===== config.mk =====
export PLATFORM = sky130hd
export DESIGN_NAME = edge_event_arbiter
export DESIGN_NICKNAME = d
export VERILOG_FILES = /design/src/rtl/edge_evt_pkg.sv /design/src/rtl/edge_det_cfg.sv /design/src/rtl/edge_event_arbiter.sv
export SDC_FILE = /design/constraint.sdc
export NUM_CORES = 1
export LEC_CHECK = 0
export ABC_CLOCK_PERIOD_IN_PS = 4470
export CORE_ASPECT_RATIO = 1.2
export CORE_UTILIZATION = 60
export CTS_CLUSTER_SIZE = 25
export DETAILED_ROUTE_END_ITERATION = 10
export DONT_BUFFER_PORTS = 1
export PLACE_DENSITY_LB_ADDON = 0.15
export SYNTH_ARGS = -nofsm -noshare
export SYNTH_HDL_FRONTEND = slang
export SYNTH_SLANG_ARGS = --single-unit
export TNS_END_PERCENT = 1

===== constraint.sdc =====
create_clock -name clk -period 4.47 [get_ports clk]
set_clock_uncertainty 0.05 [all_clocks]
set_input_delay 0.6705 -clock clk [delete_from_list [all_inputs] [get_ports clk]]
set_output_delay 0.6705 -clock clk [all_outputs]
set_load 0.01 [all_outputs]

===== src/rtl/edge_evt_pkg.sv =====
// Shared types and helpers for the edge-event arbiter.
//   edge_mode_t : per-channel edge selection (rise / fall / both / off)
//   rr_pick     : round-robin grant index, searching from last+1 modulo n_ch
package edge_evt_pkg;

    localparam int unsigned MAX_CH = 16;
    localparam int unsigned IDX_W  = 4;

    typedef enum logic [1:0] {
        EDGE_RISE = 2'b00,
        EDGE_FALL = 2'b01,
        EDGE_BOTH = 2'b10,
        EDGE_OFF  = 2'b11
    } edge_mode_t;

    // Walk offsets from farthest to nearest so the nearest set bit after
    // 'last' is the one left in 'pick'. Returns 'last' when nothing is set.
    function automatic logic [IDX_W-1:0] rr_pick(
        input logic [MAX_CH-1:0] pend,
        input logic [IDX_W-1:0]  last,
        input int unsigned       n_ch
    );
        logic [IDX_W-1:0] pick;
        int unsigned      idx;
        pick = last;
        for (int unsigned i = MAX_CH; i > 0; i--) begin
            if (i <= n_ch) begin
                idx = (32'(last) + i) % n_ch;
                if (pend[IDX_W'(idx)]) begin
                    pick = IDX_W'(idx);
                end
            end
        end
        return pick;
    endfunction

endpackage


===== src/rtl/edge_det_cfg.sv =====
// Single-channel configurable edge detector.
//   clk, reset : clock, async active-high reset
//   armed      : detection enable (low for the first cycle after reset)
//   sig        : monitored level, already synchronous to clk
//   mode       : edge selection
//   det        : combinational, a selected edge is seen this cycle
//   is_rise    : combinational, the current edge is a rising one
module edge_det_cfg
    import edge_evt_pkg::*;
(
    input  logic       clk,
    input  logic       reset,
    input  logic       armed,
    input  logic       sig,
    input  edge_mode_t mode,
    output logic       det,
    output logic       is_rise
);

    logic sig_q;
    logic sig_d;
    logic rise;
    logic fall;

    // Previous-sample register; loads even while disarmed.
    always_ff @(posedge clk or posedge reset) begin
        if (reset) begin
            sig_q <= 1'b0;
        end else begin
            sig_q <= sig_d;
        end
    end

    always_comb begin
        sig_d   = sig;
        rise    = sig & ~sig_q;
        fall    = ~sig & sig_q;
        is_rise = rise;
        det     = 1'b0;
        unique case (mode)
            EDGE_RISE: det = rise;
            EDGE_FALL: det = fall;
            EDGE_BOTH: det = rise | fall;
            EDGE_OFF:  det = 1'b0;
            default:   det = 1'b0;
        endcase
        det = det & armed;
    end

endmodule


===== src/rtl/edge_event_arbiter.sv =====
// Multi-channel edge-event scheduler: per-channel sticky pending flags,
// round-robin serialisation onto a single valid/ready output slot.
//   clk, reset : clock, async active-high reset
//   i_sig      : N_CH monitored levels
//   i_mode     : 2 bits per channel, see edge_mode_t
//   o_valid/o_ch/o_rise/i_ready : event output handshake
//   o_ovf      : sticky per-channel overflow flags
//   i_ovf_clr  : synchronous clear of all overflow flags
module edge_event_arbiter
    import edge_evt_pkg::*;
#(
    parameter int unsigned N_CH = 4,
    localparam int unsigned CH_W = $clog2(N_CH)
) (
    input  logic              clk,
    input  logic              reset,
    input  logic [N_CH-1:0]   i_sig,
    input  logic [2*N_CH-1:0] i_mode,
    output logic              o_valid,
    output logic [CH_W-1:0]   o_ch,
    output logic              o_rise,
    input  logic              i_ready,
    output logic [N_CH-1:0]   o_ovf,
    input  logic              i_ovf_clr
);

    logic            armed_q, armed_d;
    logic [N_CH-1:0] pend_q,  pend_d;
    logic [N_CH-1:0] ptype_q, ptype_d;
    logic [N_CH-1:0] ovf_q,   ovf_d;
    logic [CH_W-1:0] last_q,  last_d;
    logic            valid_q, valid_d;
    logic [CH_W-1:0] ch_q,    ch_d;
    logic            rise_q,  rise_d;

    logic [N_CH-1:0] det;
    logic [N_CH-1:0] is_rise;
    logic            slot_free;
    logic            grant;
    logic [CH_W-1:0] gnt_ch;

    // One detector per channel.
    for (genvar c = 0; c < N_CH; c++) begin : g_det
        edge_det_cfg u_det (
            .clk     (clk),
            .reset   (reset),
            .armed   (armed_q),
            .sig     (i_sig[c]),
            .mode    (edge_mode_t'(i_mode[2*c +: 2])),
            .det     (det[c]),
            .is_rise (is_rise[c])
        );
    end

    always_ff @(posedge clk or posedge reset) begin
        if (reset) begin
            armed_q <= 1'b0;
            pend_q  <= '0;
            ptype_q <= '0;
            ovf_q   <= '0;
            last_q  <= CH_W'(N_CH - 1);
            valid_q <= 1'b0;
            ch_q    <= '0;
            rise_q  <= 1'b0;
        end else begin
            armed_q <= armed_d;
            pend_q  <= pend_d;
            ptype_q <= ptype_d;
            ovf_q   <= ovf_d;
            last_q  <= last_d;
            valid_q <= valid_d;
            ch_q    <= ch_d;
            rise_q  <= rise_d;
        end
    end

    always_comb begin
        armed_d = 1'b1;
        pend_d  = pend_q;
        ptype_d = ptype_q;
        ovf_d   = i_ovf_clr ? '0 : ovf_q;
        last_d  = last_q;
        valid_d = valid_q;
        ch_d    = ch_q;
        rise_d  = rise_q;

        slot_free = ~valid_q | i_ready;
        grant     = slot_free & (|pend_q);
        gnt_ch    = CH_W'(rr_pick(MAX_CH'(pend_q), IDX_W'(last_q), N_CH));

        // Output slot: refill from the arbiter or drain.
        if (grant) begin
            valid_d        = 1'b1;
            ch_d           = gnt_ch;
            rise_d         = ptype_q[gnt_ch];
            last_d         = gnt_ch;
            pend_d[gnt_ch] = 1'b0;
        end else if (slot_free) begin
            valid_d = 1'b0;
        end

        // New events: a channel whose flag is leaving this cycle re-arms
        // with the new type; otherwise a second event is dropped as overflow.
        for (int unsigned c = 0; c < N_CH; c++) begin
            if (det[c]) begin
                if (pend_q[c] && !(grant && (gnt_ch == CH_W'(c)))) begin
                    ovf_d[c] = 1'b1;
                end else begin
                    pend_d[c]  = 1'b1;
                    ptype_d[c] = is_rise[c];
                end
            end
        end
    end

    assign o_valid = valid_q;
    assign o_ch    = ch_q;
    assign o_rise  = rise_q;
    assign o_ovf   = ovf_q;

endmodule


==> results by stage, run 1 <==
Critical path:
- The endpoint class of the critical path is a flop.
- The startpoint type of the worst setup path is a flop.
- The total buffers and inverters traversed by the critical path is 0.
- The critical path class is flop to flop.
- The highest net fanout along the worst path is 8.
- The cell with the biggest individual delay on the critical path is sky130_fd_sc_hd__dfstp_2.
- The critical path arrival is roughly 2.3 ns.
- The largest stage delay on the critical path is slightly above 0.6 ns.
- At the worst endpoint, the required time is 4.62 ns.
- The kind of cell adding the most delay to the critical path is multiplexers.
- The launch instance of the worst register-to-register path is last_q[1].
- Walking the worst path, the cells encountered are mux2i_1 -> o22ai_2 -> nor2_2 -> mux4_2 -> mux2_4.
- Tracing the worst setup path back leads to its startpoint at last_q[1].

Placed design:
- The half-perimeter wire length after detailed placement is approximately 1.8 mm.
- The weighted congestion reported at the end of routability-driven placement is 0.8258.
- Input and output buffers added on the ports amount to 0.
- Timing analysis after detailed placement gives a worst setup slack of about 2.3 ns.

Clocking:
- The cell chosen for the clock root is sky130_fd_sc_hd__clkbuf_4.
- The clock-pin slew of the registers on the worst-case setup and hold paths is ~0.12 ns.
- The number of clock sinks seen by CTS is 23.
- The clock passes through at most 2 buffers.
- Buffers inserted during clock tree synthesis total 3.
- Clock latency on the worst-skew pair, taken at its later pin, is around 0.30 ns.
- The hold buffer count at CTS is 0.
- After clock tree synthesis, the setup repair step added 0 buffers.
- The quantity of gates resized following cts is 0.
- TritonCTS built the clock tree.
- The total number of H-tree levels is 1.

Power:
- For this design the static power due to leakage is between 0.6 and 0.7 nW.
- In this run switching power makes up between 40% and 50% of total power.
- The internal power is 0.4897 mW.
- The part of the power in registers is 45.8%.
- VDD sags by at most 319.2 uV.
- In this run the power density over the cells is 618.7 mW/mm2.
- The switching power of the nets is 0.3378 mW.
- The share of total power in the clock network is roughly 11%.
- Per report_power, the combinational group accounts for 42.9% of the total.

STA:
- Setup violations remaining at the end of the flow were counted as 0.
- The shortest clock period the worst path allows after layout is about 2.2 ns.
- The hold violation total from the final report was 0.
- At the pin with the least slew margin, the transition time is ~0.86 ns.
- Setup repair after global routing left no endpoint under its margin.
- Based on the critical path, the design can be clocked at up to approximately 460 MHz.
- The final worst slack is 2.298 ns.
- The worst pin sits at a relative slew slack of approximately 43%.
- The post-route fraction of the period consumed by the critical path is 48.60%.
- The setup TNS is 0 ns.
- The number of pins with negative max-slew slack in the final report is 0.

Die:
- After floorplanning, the core was divided into 18 placement rows.
- The core footprint is ~0.002 mm2.
- Measured along the x axis, the die boundary spans ~44 um.
- The die covers around 0.0023 mm2.
- The initial utilization of the core area, before any placement, comes to 62.76%.
- The top-level I/O count is 24.
- The height of the die is between 50 and 60 um.

Global routing:
- Global routing consumed, over all layers together, 22.33% of the routing resources.
- The via count of the first global-routing pass came to around 840.
- The initial antenna violation count is 0.
- For this run the aggregate overflow at the end of global routing stands at 0.
- Entering global routing, the biggest net connects 24 pins.
- The first global-routing pass estimated around 3.7 mm of wire.

Final layout:
- The area growth from synthesis to layout is 3.988%.
- The fraction of layout instances using a drive strength above 1 is a little over an eighth.
- 0 antenna diodes ended up in the layout.
- The layout has ~170 filler cells.
- In the final design database the tool counted 153 nets.

Logic synthesis:
- Sorting the synthesized cells by area gives the leading types as sky130_fd_sc_hd__dfrtp_1 (41%), sky130_fd_sc_hd__ha_1 (7.8%), sky130_fd_sc_hd__inv_1 (4.7%).
- The share of synthesized area in the top cell type comes to between 40 and 50%.
- Among all flip-flop cells after synthesis, the most frequent one is sky130_fd_sc_hd__dfrtp_1.
- Of all flip-flops after synthesis, the portion carrying an async set or reset was 100.0%.
- In the synthesized netlist, the cells that appear most often are sky130_fd_sc_hd__dfrtp_1 (21), sky130_fd_sc_hd__inv_1 (16), sky130_fd_sc_hd__nand2_1 (14).
- In this run, synthesis inferred 0 flip-flops with an integrated enable.
- The most used standard cell by instance count after synthesis is sky130_fd_sc_hd__dfrtp_1.
- The biggest area contributor in the post-synthesis netlist is sky130_fd_sc_hd__dfrtp_1.
- The number of synthesized register bits is 23.
- The synthesized area is between 0.001 and 0.0015 mm2.
- Synthesis produced a netlist whose cell count is about 130.
- After synthesis, flip-flops and latches occupy approximately 45% of the total area.
- The count of synthesis-stage warnings from yosys is 0.
- The mean instance size in the synthesized netlist is 10.21 um2.
- The synthesized netlist contains 39 unique library cells.
- The number of nets in the synthesized netlist is 150.

Drt:
- The iteration count of the initial detailed-routing pass is 4.
- The number of vias after detailed routing is just over 900.
- The DRC violation total after the first TritonRoute iteration is 39.
- The average wire length per cell after detail routing is ~15 um.
- Once detail routing completed, the nets flagged for antenna violations numbered 0.
- The overall routed net length is roughly 2.4 mm.
- The post-detailed-route DRC marker count is 0.
- The via density per instance is roughly 5.9.

Hold path:
- The tightest min-delay check is of the input port to flop type.
- The hold path startpoint is i_sig[0].

Run status:
- The run finished with clean final reports.

Run:
- The number of maximum-capacitance violations is 0.
[final cells by class]
cell class	instances	area, um2	share of cell area (%)
multi-input cells	85	635.6	47.52
flip-flops and latches	23	578.1	43.22
inverters	16	60.06	4.490
clock buffers	4	26.28	1.964
well taps	30	37.54	2.806
[power groups by stage]
stage	Combinational [mW]	Sequential [mW]	Clock (mW)
detailed placement	0.353	0.383	0
CTS	0.354	0.378	0.0997
finish	0.355	0.379	0.0934
floorplan	0.320	0.343	0
global route	0.383	0.391	0.107
global placement	0.341	0.377	0
[sequential cells by signal, summed over array words and instances, names as in the netlist]
name and cells:
g_det.u_det.sig_q 4, o_ovf 4, pend_q 4, ptype_q 4
last_q 2, o_ch 2, armed_q 1, o_rise 1
o_valid 1
[routing by layer]
layer,track usage (%),share of wire (%)
met5,0,0
met4,10.10,2.0
met3,4.138,4.2
met2,36.03,51
met1,28.70,42
[kinds of logic after synthesis]
logic type                 after synthesis  synth area share [%]
AOI/OAI and AO/OA                       31                 17.90
buffers and inverters                   18                 5.642
DFF                                     23                 44.94
and+or+nand+nor                         36                 14.40
adders and majority gates                8                 7.782
muxes                                    9                 9.047
other                                    1                0.2915
[stage by stage]
| stage | instances | power, mW | cell area, um2 | hold slack (ns) | utilization, % |
|---|---|---|---|---|---|
| after floorplan | 126 | 0.6626 | 1286 | 0.4032 | - |
| after global placement | 154 | 0.7184 | 1311 | 0.4286 | 63.98 |
| after detailed placement | 154 | 0.7357 | 1311 | 0.4424 | 63.98 |
| after CTS | 158 | 0.8321 | 1338 | 0.3169 | 65.26 |
| after global routing | 158 | 0.8806 | 1338 | 0.3020 | 65.26 |
| final | 158 | 0.8276 | 1338 | 0.3288 | 65.26 |
[cells in the final DEF, fill, tap and decap left out, types with 2 or more instances in the layout]
| cell type | netlist | routed |
|---|---|---|
| sky130_fd_sc_hd__nor3_1 | 3 | 3 |
| sky130_fd_sc_hd__nand2_1 | 14 | 14 |
| sky130_fd_sc_hd__nor3b_1 | 2 | 2 |
| sky130_fd_sc_hd__clkbuf_4 | 0 | 3 |
| sky130_fd_sc_hd__ha_1 | 8 | 8 |
| sky130_fd_sc_hd__nand2b_1 | 6 | 6 |
| sky130_fd_sc_hd__dfstp_2 | 2 | 2 |
| sky130_fd_sc_hd__mux2_1 | 2 | 2 |
| sky130_fd_sc_hd__a21o_1 | 2 | 2 |
| sky130_fd_sc_hd__mux2_4 | 2 | 2 |
| sky130_fd_sc_hd__nor2b_1 | 2 | 2 |
| sky130_fd_sc_hd__nor2_1 | 3 | 3 |
| sky130_fd_sc_hd__o22ai_1 | 5 | 5 |
| sky130_fd_sc_hd__inv_1 | 16 | 16 |
| sky130_fd_sc_hd__a21oi_1 | 2 | 2 |
| sky130_fd_sc_hd__dfrtp_1 | 21 | 21 |
| sky130_fd_sc_hd__o21ai_0 | 8 | 8 |
| sky130_fd_sc_hd__mux2i_1 | 3 | 3 |
| sky130_fd_sc_hd__o21a_1 | 3 | 3 |
| sky130_fd_sc_hd__o211ai_1 | 2 | 2 |
[final timing paths]
kind	endpoint	slack (ns)	cells past startpoint
max reg2reg	o_rise	2.30	5
max in group asynchronous	o_ovf[0]	3.48	1
min	g_det[0].u_det.sig_q	0.33	0
max	o_rise	2.30	5
min reg2reg	last_q[1]	0.48	2
min in group asynchronous	g_det[1].u_det.sig_q	0.37	1
No activity file was read; power rests on OpenSTA's default activity.
==> inputs of run 2 (changes only) <==
ABC_CLOCK_PERIOD_IN_PS = 2200   (was 4470)
clock period = 2.2 ns   (was 4.47 ns; I/O delays follow)
==> run 2 against run 1 <==
Register-to-register slack got worse by 2.2 ns. Combinational power rose by 100%. Fmax increased by 2.8%. Critical path type unchanged.
==> results by stage, run 2 (synthesized netlist as in run 1, its figures left out) <==
Clocking:
- CTS built an H-tree with a depth of 1.
- The clock tree from TritonCTS is built.
- The cell chosen for the clock root is sky130_fd_sc_hd__clkbuf_4.
- Clock-pin slew was measured on the worst setup and hold paths at between 0.1 and 0.15 ns.
- The deepest clock path buffer count is 2.
- The number of clock sinks seen by CTS is 23.
- The insertion delay to the later sink of the worst-skew pair is around 0.31 ns.
- The number of buffers created by CTS is 3.

Die:
- The area of the die is around 0.0023 mm2.
- The die is 44.27 um wide.
- The core footprint is 0.002049 mm2.
- The height of the die is around 53 um.
- The initialized floorplan defines 18 standard-cell rows.
- The initial core utilization is 62.76%.
- The top-level I/O count is 24.

Placed design:
- The count of port buffers added during placement is 0.
- Once detailed placement completed, the half-perimeter wirelength came to roughly 1.8 mm.
- The placed instances occupy a cell area of ~0.0013 mm2.
- The congestion estimate from routability-driven global placement came to around 0.83.
- The total instance count after detailed placement is ~150.

Final layout:
- The number of antenna diodes in the final layout is 0.
- The library cells used most frequently in the layout, excluding fill and tap cells, are sky130_fd_sc_hd__dfrtp_1 (21), sky130_fd_sc_hd__inv_1 (16), sky130_fd_sc_hd__nand2_1 (14).
- Once layout is done, the placed cells without fillers occupy roughly 0.0014 mm2.
- The final cell count without fillers is 163.
- Leaving out fill and tap cells, the most frequent cell in the layout is sky130_fd_sc_hd__dfrtp_1.
- Cells fill 67.77% of the core in the end.
- The layout overhead on the synthesized area is 7.976%.
- The number of nets in the layout is around 160.
- The fraction of layout instances using a drive strength above 1 is about 14%.
- Counting the fill cells in the layout gives 163.

STA:
- Setup violations remaining at the end of the flow were counted as 0.
- Setup repair after global routing left no endpoint under its margin.
- The timing-limited maximum frequency is ~470 MHz.
- The remaining max-slew budget at the tightest pin is a little over two fifths.
- The hold violation total from the final report came to 0.
- The pin slew with the least headroom to its limit is 0.8419 ns.
- Dividing the final minimum period by the clock period gives around 96%.
- The number of pins with negative max-slew slack in the final report was 0.
- The shortest clock period the worst path allows after layout is 2.113 ns.
- The setup TNS is 0 ns.

Critical path:
- The signal on the critical path passes through mux2i_2 -> o22ai_2 -> nor2_2 -> mux4_2 -> mux2_4.
- The cell with the biggest individual delay on the critical path is sky130_fd_sc_hd__dfstp_2.
- The startpoint type of the worst setup path is a flop.
- The critical path contains buffers and inverters numbering 0 combined.
- For the worst setup path, the data arrival time is roughly 2.3 ns.
- For the worst flop-to-flop path, the logic depth is 5.
- The count of cell instances traversed by the critical path is 5.
- The critical path class is flop to flop.
- On the worst path, the slowest cell contributes a delay of approximately 0.60 ns.
- The origin of the worst setup path is last_q[1].
- The highest net fanout along the worst path is 6.
- Grouping stages by cell kind, the critical path spends the most delay in multiplexers.
- For flop-to-flop paths, the worst setup slack is roughly 0.087 ns.
- The endpoint class of the critical path is a flop.
- The required time reported for the critical path endpoint is between 2 and 2.5 ns.
- The worst register-to-register path begins at last_q[1].

Drt:
- The overall routed net length is roughly 2.2 mm.
- In the routed design, unresolved DRC markers number 0.
- In the routed layout, each cell is associated on average with a via count of between 5 and 6.
- The number of vias after detailed routing is 892.
- The number of antenna-violating nets in the routed design is 0.
- The first routing iteration left 18 violations.
- The average wire length per cell after detail routing is about 14 um.
- The iteration count of the initial detailed-routing pass is 4.

Run:
- The number of maximum-capacitance violations is 0.

Global routing:
- Entering global routing, the biggest net connects 24 pins.
- In the global route stage, overall resource usage came out at around 22%.
- The total overflow left after global routing is 0.
- The via count of the first global-routing pass is 899.
- The global-route wire length before repair is roughly 3.7 mm.
- The initial antenna violation count is 0.

Power:
- The analysis attributes to cell leakage a power of around 0.64 nW.
- The total chip power is 1.686 mW.
- Across the VDD grid, the largest voltage drop is slightly below 700 uV.
- In this run the power density over the cells is 1214 mW/mm2.

Hold path:
- The class of the tightest hold or removal check is input port to async pin.

Run status:
- The flow ran to the end, and the final reports show no timing, DRC or antenna violations.
[run 2: repair_timing]
item / 4_1_cts / 5_1_grt
setup endpoints to repair: 0 / 1
hold endpoints to repair: 4 / 0
setup buffers: 0 / 1
gates resized for setup: 0 / 1
hold buffers: 4 / 0
[run 2: final timing paths]
| path | endpoint |
|---|---|
| max | o_rise |
| min | g_det[1].u_det.sig_q |
| max reg2reg | o_rise |
| min reg2reg | ptype_q[1] |
| max in group asynchronous | o_ovf[0] |
| min in group clk | o_ovf[3] |
[run 2: per-layer routing]
layer / up-vias / wire, um / global-route usage [%]
li1: 448 / - / -
met1: 422 / 986 / 26.55
met2: 17 / 1165 / 39.22
met3: 5 / 58 / 2.759
met4: 0 / 32 / 7.576
met5: - / 0 / 0
[run 2: where the power goes]
part           internal (mW)  leakage, nW  switching (mW)  total (mW)
Combinational          0.370        0.353           0.357       0.727
Clock                 0.0708       0.0150           0.123       0.193
Sequential             0.576        0.273           0.190       0.766
Total                   1.02        0.641           0.670        1.69
[run 2: stage by stage]
step           setup WS, ns  hold slack [ns]
4_1_cts             0.04921          0.04186
2_1_floorplan        0.1139           0.2804
3_3_place_gp         0.1111           0.3115
5_1_grt            0.008608          0.04705
3_5_place_dp        0.06728           0.3115
6_report            0.08665         0.009963
[run 2: cell type report]
| class | count | area, um2 | area share (%) |
|---|---|---|---|
| multi-input combinational | 85 | 639.4 | 46.04 |
| tap | 30 | 37.54 | 2.703 |
| inverter | 16 | 60.06 | 4.324 |
| sequential | 23 | 578.1 | 41.62 |
| clock buffer | 4 | 26.28 | 1.892 |
| timing repair buffer | 5 | 47.55 | 3.423 |
[run 2: worst register-to-register path, delay by kind of cell, from the launching register on]
kind               cells  cell delay (ns)
DFF                    1             0.60
muxes                  3             1.03
AOI/OAI and AO/OA      1             0.15
and+or+nand+nor        1             0.18
==> inputs of run 3 (changes only) <==
ABC_CLOCK_PERIOD_IN_PS = unset   (was 2200)
clock period = 2.5 ns   (was 2.2 ns; I/O delays follow)
==> run 3 against run 2 <==
Core utilization down 2.5 points. Sequential power down 12%. First-iteration DRC count unchanged. Non-clock buffer count down 5. Setup slack better by 0.27 ns. Fmax down 1.5%. Power down 14%. Critical path depth unchanged. Cell count down 3.1%. Sequential share of layout area up 1.6 points. Critical path type unchanged. Routed wire length down 1.2%.
==> results by stage, run 3 (synthesized netlist as in run 1, its figures left out) <==
STA:
- After layout, the worst path uses approximately 86% of the clock period.
- The number of pins with negative max-slew slack in the final report is 0.
- The worst pin sits at a relative slew slack of between 40% and 50%.
- Across all hold checks on the routed design, the worst slack comes to 0.02616 ns.
- Setup repair after global routing left no endpoint under its margin.
- Static timing analysis puts the maximum clock frequency at between 400 and 500 MHz.
- Adding up every negative setup slack in the final design gives 0 ns.
- The clock period could shrink to about 2.1 ns.
- Setup violations remaining at the end of the flow were counted as 0.
- The hold violation total from the final report is 0.
- The pin slew with the least headroom to its limit is between 0.8 and 0.9 ns.

Global routing:
- In the global route stage, overall resource usage came out at ~22%.
- The initial antenna violation count was 0.
- Entering global routing, the biggest net connects 24 pins.
- The via count of the first global-routing pass is ~860.
- The aggregate global routing overflow is 0.
- The first global-routing pass estimated around 3.6 mm of wire.

Critical path:
- The end point of the critical path is o_rise.
- STA puts the critical path data required time at between 2 and 3 ns.
- The origin of the worst setup path is last_q[1].
- Measured in cells, the most critical reg-to-reg path has a length of 5.
- The cell with the biggest individual delay on the critical path is sky130_fd_sc_hd__dfstp_2.
- Walking the worst path, the cells encountered are mux2i_1 -> o22ai_2 -> nor2_2 -> mux4_2 -> mux2_4.
- The highest net fanout along the worst path is 8.
- In this run the number of cells on the critical path is 5.
- The critical path arrival is 2.31 ns.
- In this design, the largest share of critical-path delay is due to multiplexers.
- In this design, the stage delay of the slowest critical-path cell is about 0.62 ns.
- The total buffers and inverters traversed by the critical path is 0.
- The flop-to-flop setup slack is 0.36 ns.
- The setup path with the least slack is of type flop to flop.
- The worst reg2reg path endpoint is o_rise.
- The worst setup path is captured at a flop.
- In this run the critical register-to-register path is launched from last_q[1].
- The startpoint type of the worst setup path is a flop.

Final layout:
- The layout overhead on the synthesized area is 3.988%.
- The share of the core filled with cells in the final layout is ~65%.
- 0 antenna diodes ended up in the layout.
- In the final design database the tool counted between 150 and 200 nets.
- The library cell used most frequently in the layout, excluding fill and tap cells, is sky130_fd_sc_hd__dfrtp_1.
- The fraction of layout instances using a drive strength above 1 is between 10% and 20%.
- Leaving out fill and tap cells, the most frequent cells in the layout are sky130_fd_sc_hd__dfrtp_1 (21), sky130_fd_sc_hd__inv_1 (16), sky130_fd_sc_hd__nand2_1 (14).
- The final instance area is around 0.0013 mm2.

Clocking:
- Buffers added to address setup during post-CTS repair amount to 0.
- The number of gates resized after CTS was 0.
- CTS built an H-tree with a depth of 1.
- TritonCTS built the clock tree.
- The number of buffers created by CTS is 3.
- In this run the deepest clock path goes through 2 buffers.
- The number of clock sinks seen by CTS is 23.
- The later pin in the worst-skew pair is clocked with a latency of approximately 0.31 ns.
- The cell chosen for the clock root is sky130_fd_sc_hd__clkbuf_4.
- The hold buffer count at CTS is 0.
- The clock-pin slew of the registers on the worst-case setup and hold paths is approximately 0.12 ns.

Drt:
- Dividing the detail-routed via count by the number of cells gives 5.677.
- After the first detailed-routing iteration, the DRC count stood at 18.
- After detailed routing, the number of remaining DRC violations is 0.
- The iteration count of the initial detailed-routing pass is 4.
- The number of vias after detailed routing is 897.
- The overall routed net length is between 2 and 2.5 mm.
- The number of antenna-violating nets in the routed design is 0.
- In the final routed layout, each cell accounts on average for about 14 um.

Die:
- Measured along the y axis, the die boundary spans ~53 um.
- The overall die width is approximately 44 um.
- For this configuration, the core starts out at a cell density of about 63%.
- The area of the die is about 0.0023 mm2.
- The floorplan has 18 rows.
- The floorplan step defined a core boundary enclosing 0.002049 mm2.
- 24 I/O pins were placed.

Power:
- Dividing total power by cell area gives a power density of ~1100 mW/mm2.
- The leakage power is 0.6202 nW.
- The completed layout was analyzed and its total power is around 1.5 mW.
- The peak supply drop is around 600 uV.

Placed design:
- The count of buffers added on input and output ports is 0.
- The placement-stage cell area is between 0.001 and 0.0015 mm2.
- At the end of routability-driven placement, the weighted congestion stood at about 0.83.
- The half-perimeter wire length after detailed placement is about 1.8 mm.

Run:
- The tool flagged a number of max-cap violations equal to 0.

Hold path:
- The class of the tightest hold or removal check is input port to flop.

Run status:
- The run finished with clean final reports.
==> run 3: changes by cell type in the layout (fill, tap and decap cells not counted), sizes merged <==
cell         delta
buf             -1
dlygate4sd3     -4
==> run 3: worst min-delay path by stage <==
stage	startpoint	end	slack (ns)	cells past startpoint
floorplan	reset	armed_q	0.33	1
global placement	i_sig[2]	g_det[2].u_det.sig_q	0.36	0
detailed placement	i_sig[0]	g_det[0].u_det.sig_q	0.36	0
CTS	i_sig[1]	g_det[1].u_det.sig_q	0.01	0
global route	i_sig[1]	g_det[1].u_det.sig_q	0.01	0
finish	i_sig[1]	g_det[1].u_det.sig_q	0.03	0
==> run 3: layout make-up <==
type,instances,area (um2)
fill,168,711.9
multi-input combinational,85,635.6
sequential,23,578.1
inverter,16,60.06
tap,30,37.54
clock buffer,4,26.28
==> run 3: where the power goes <==
group          switching (mW)  internal (mW)  total, mW
logic                   0.311          0.307      0.618
clock network           0.106         0.0624      0.169
registers               0.165          0.507      0.672
==> run 3: metal layers <==
layer / vias to the layer above / GRT usage, % / share of wire, %
li1: 438 / - / -
met1: 429 / 24.89 / 42
met2: 26 / 39.46 / 51
met3: 4 / 2.759 / 4.0
met4: 0 / 10.61 / 2.1
met5: - / 0 / 0
==> run 3: through the flow <==
stage	setup WS (ns)	std cells
after global routing	0.2650	158
after detailed placement	0.3715	154
after global placement	0.4111	154
after CTS	0.3591	158
final	0.3550	158
after floorplan	0.4139	126
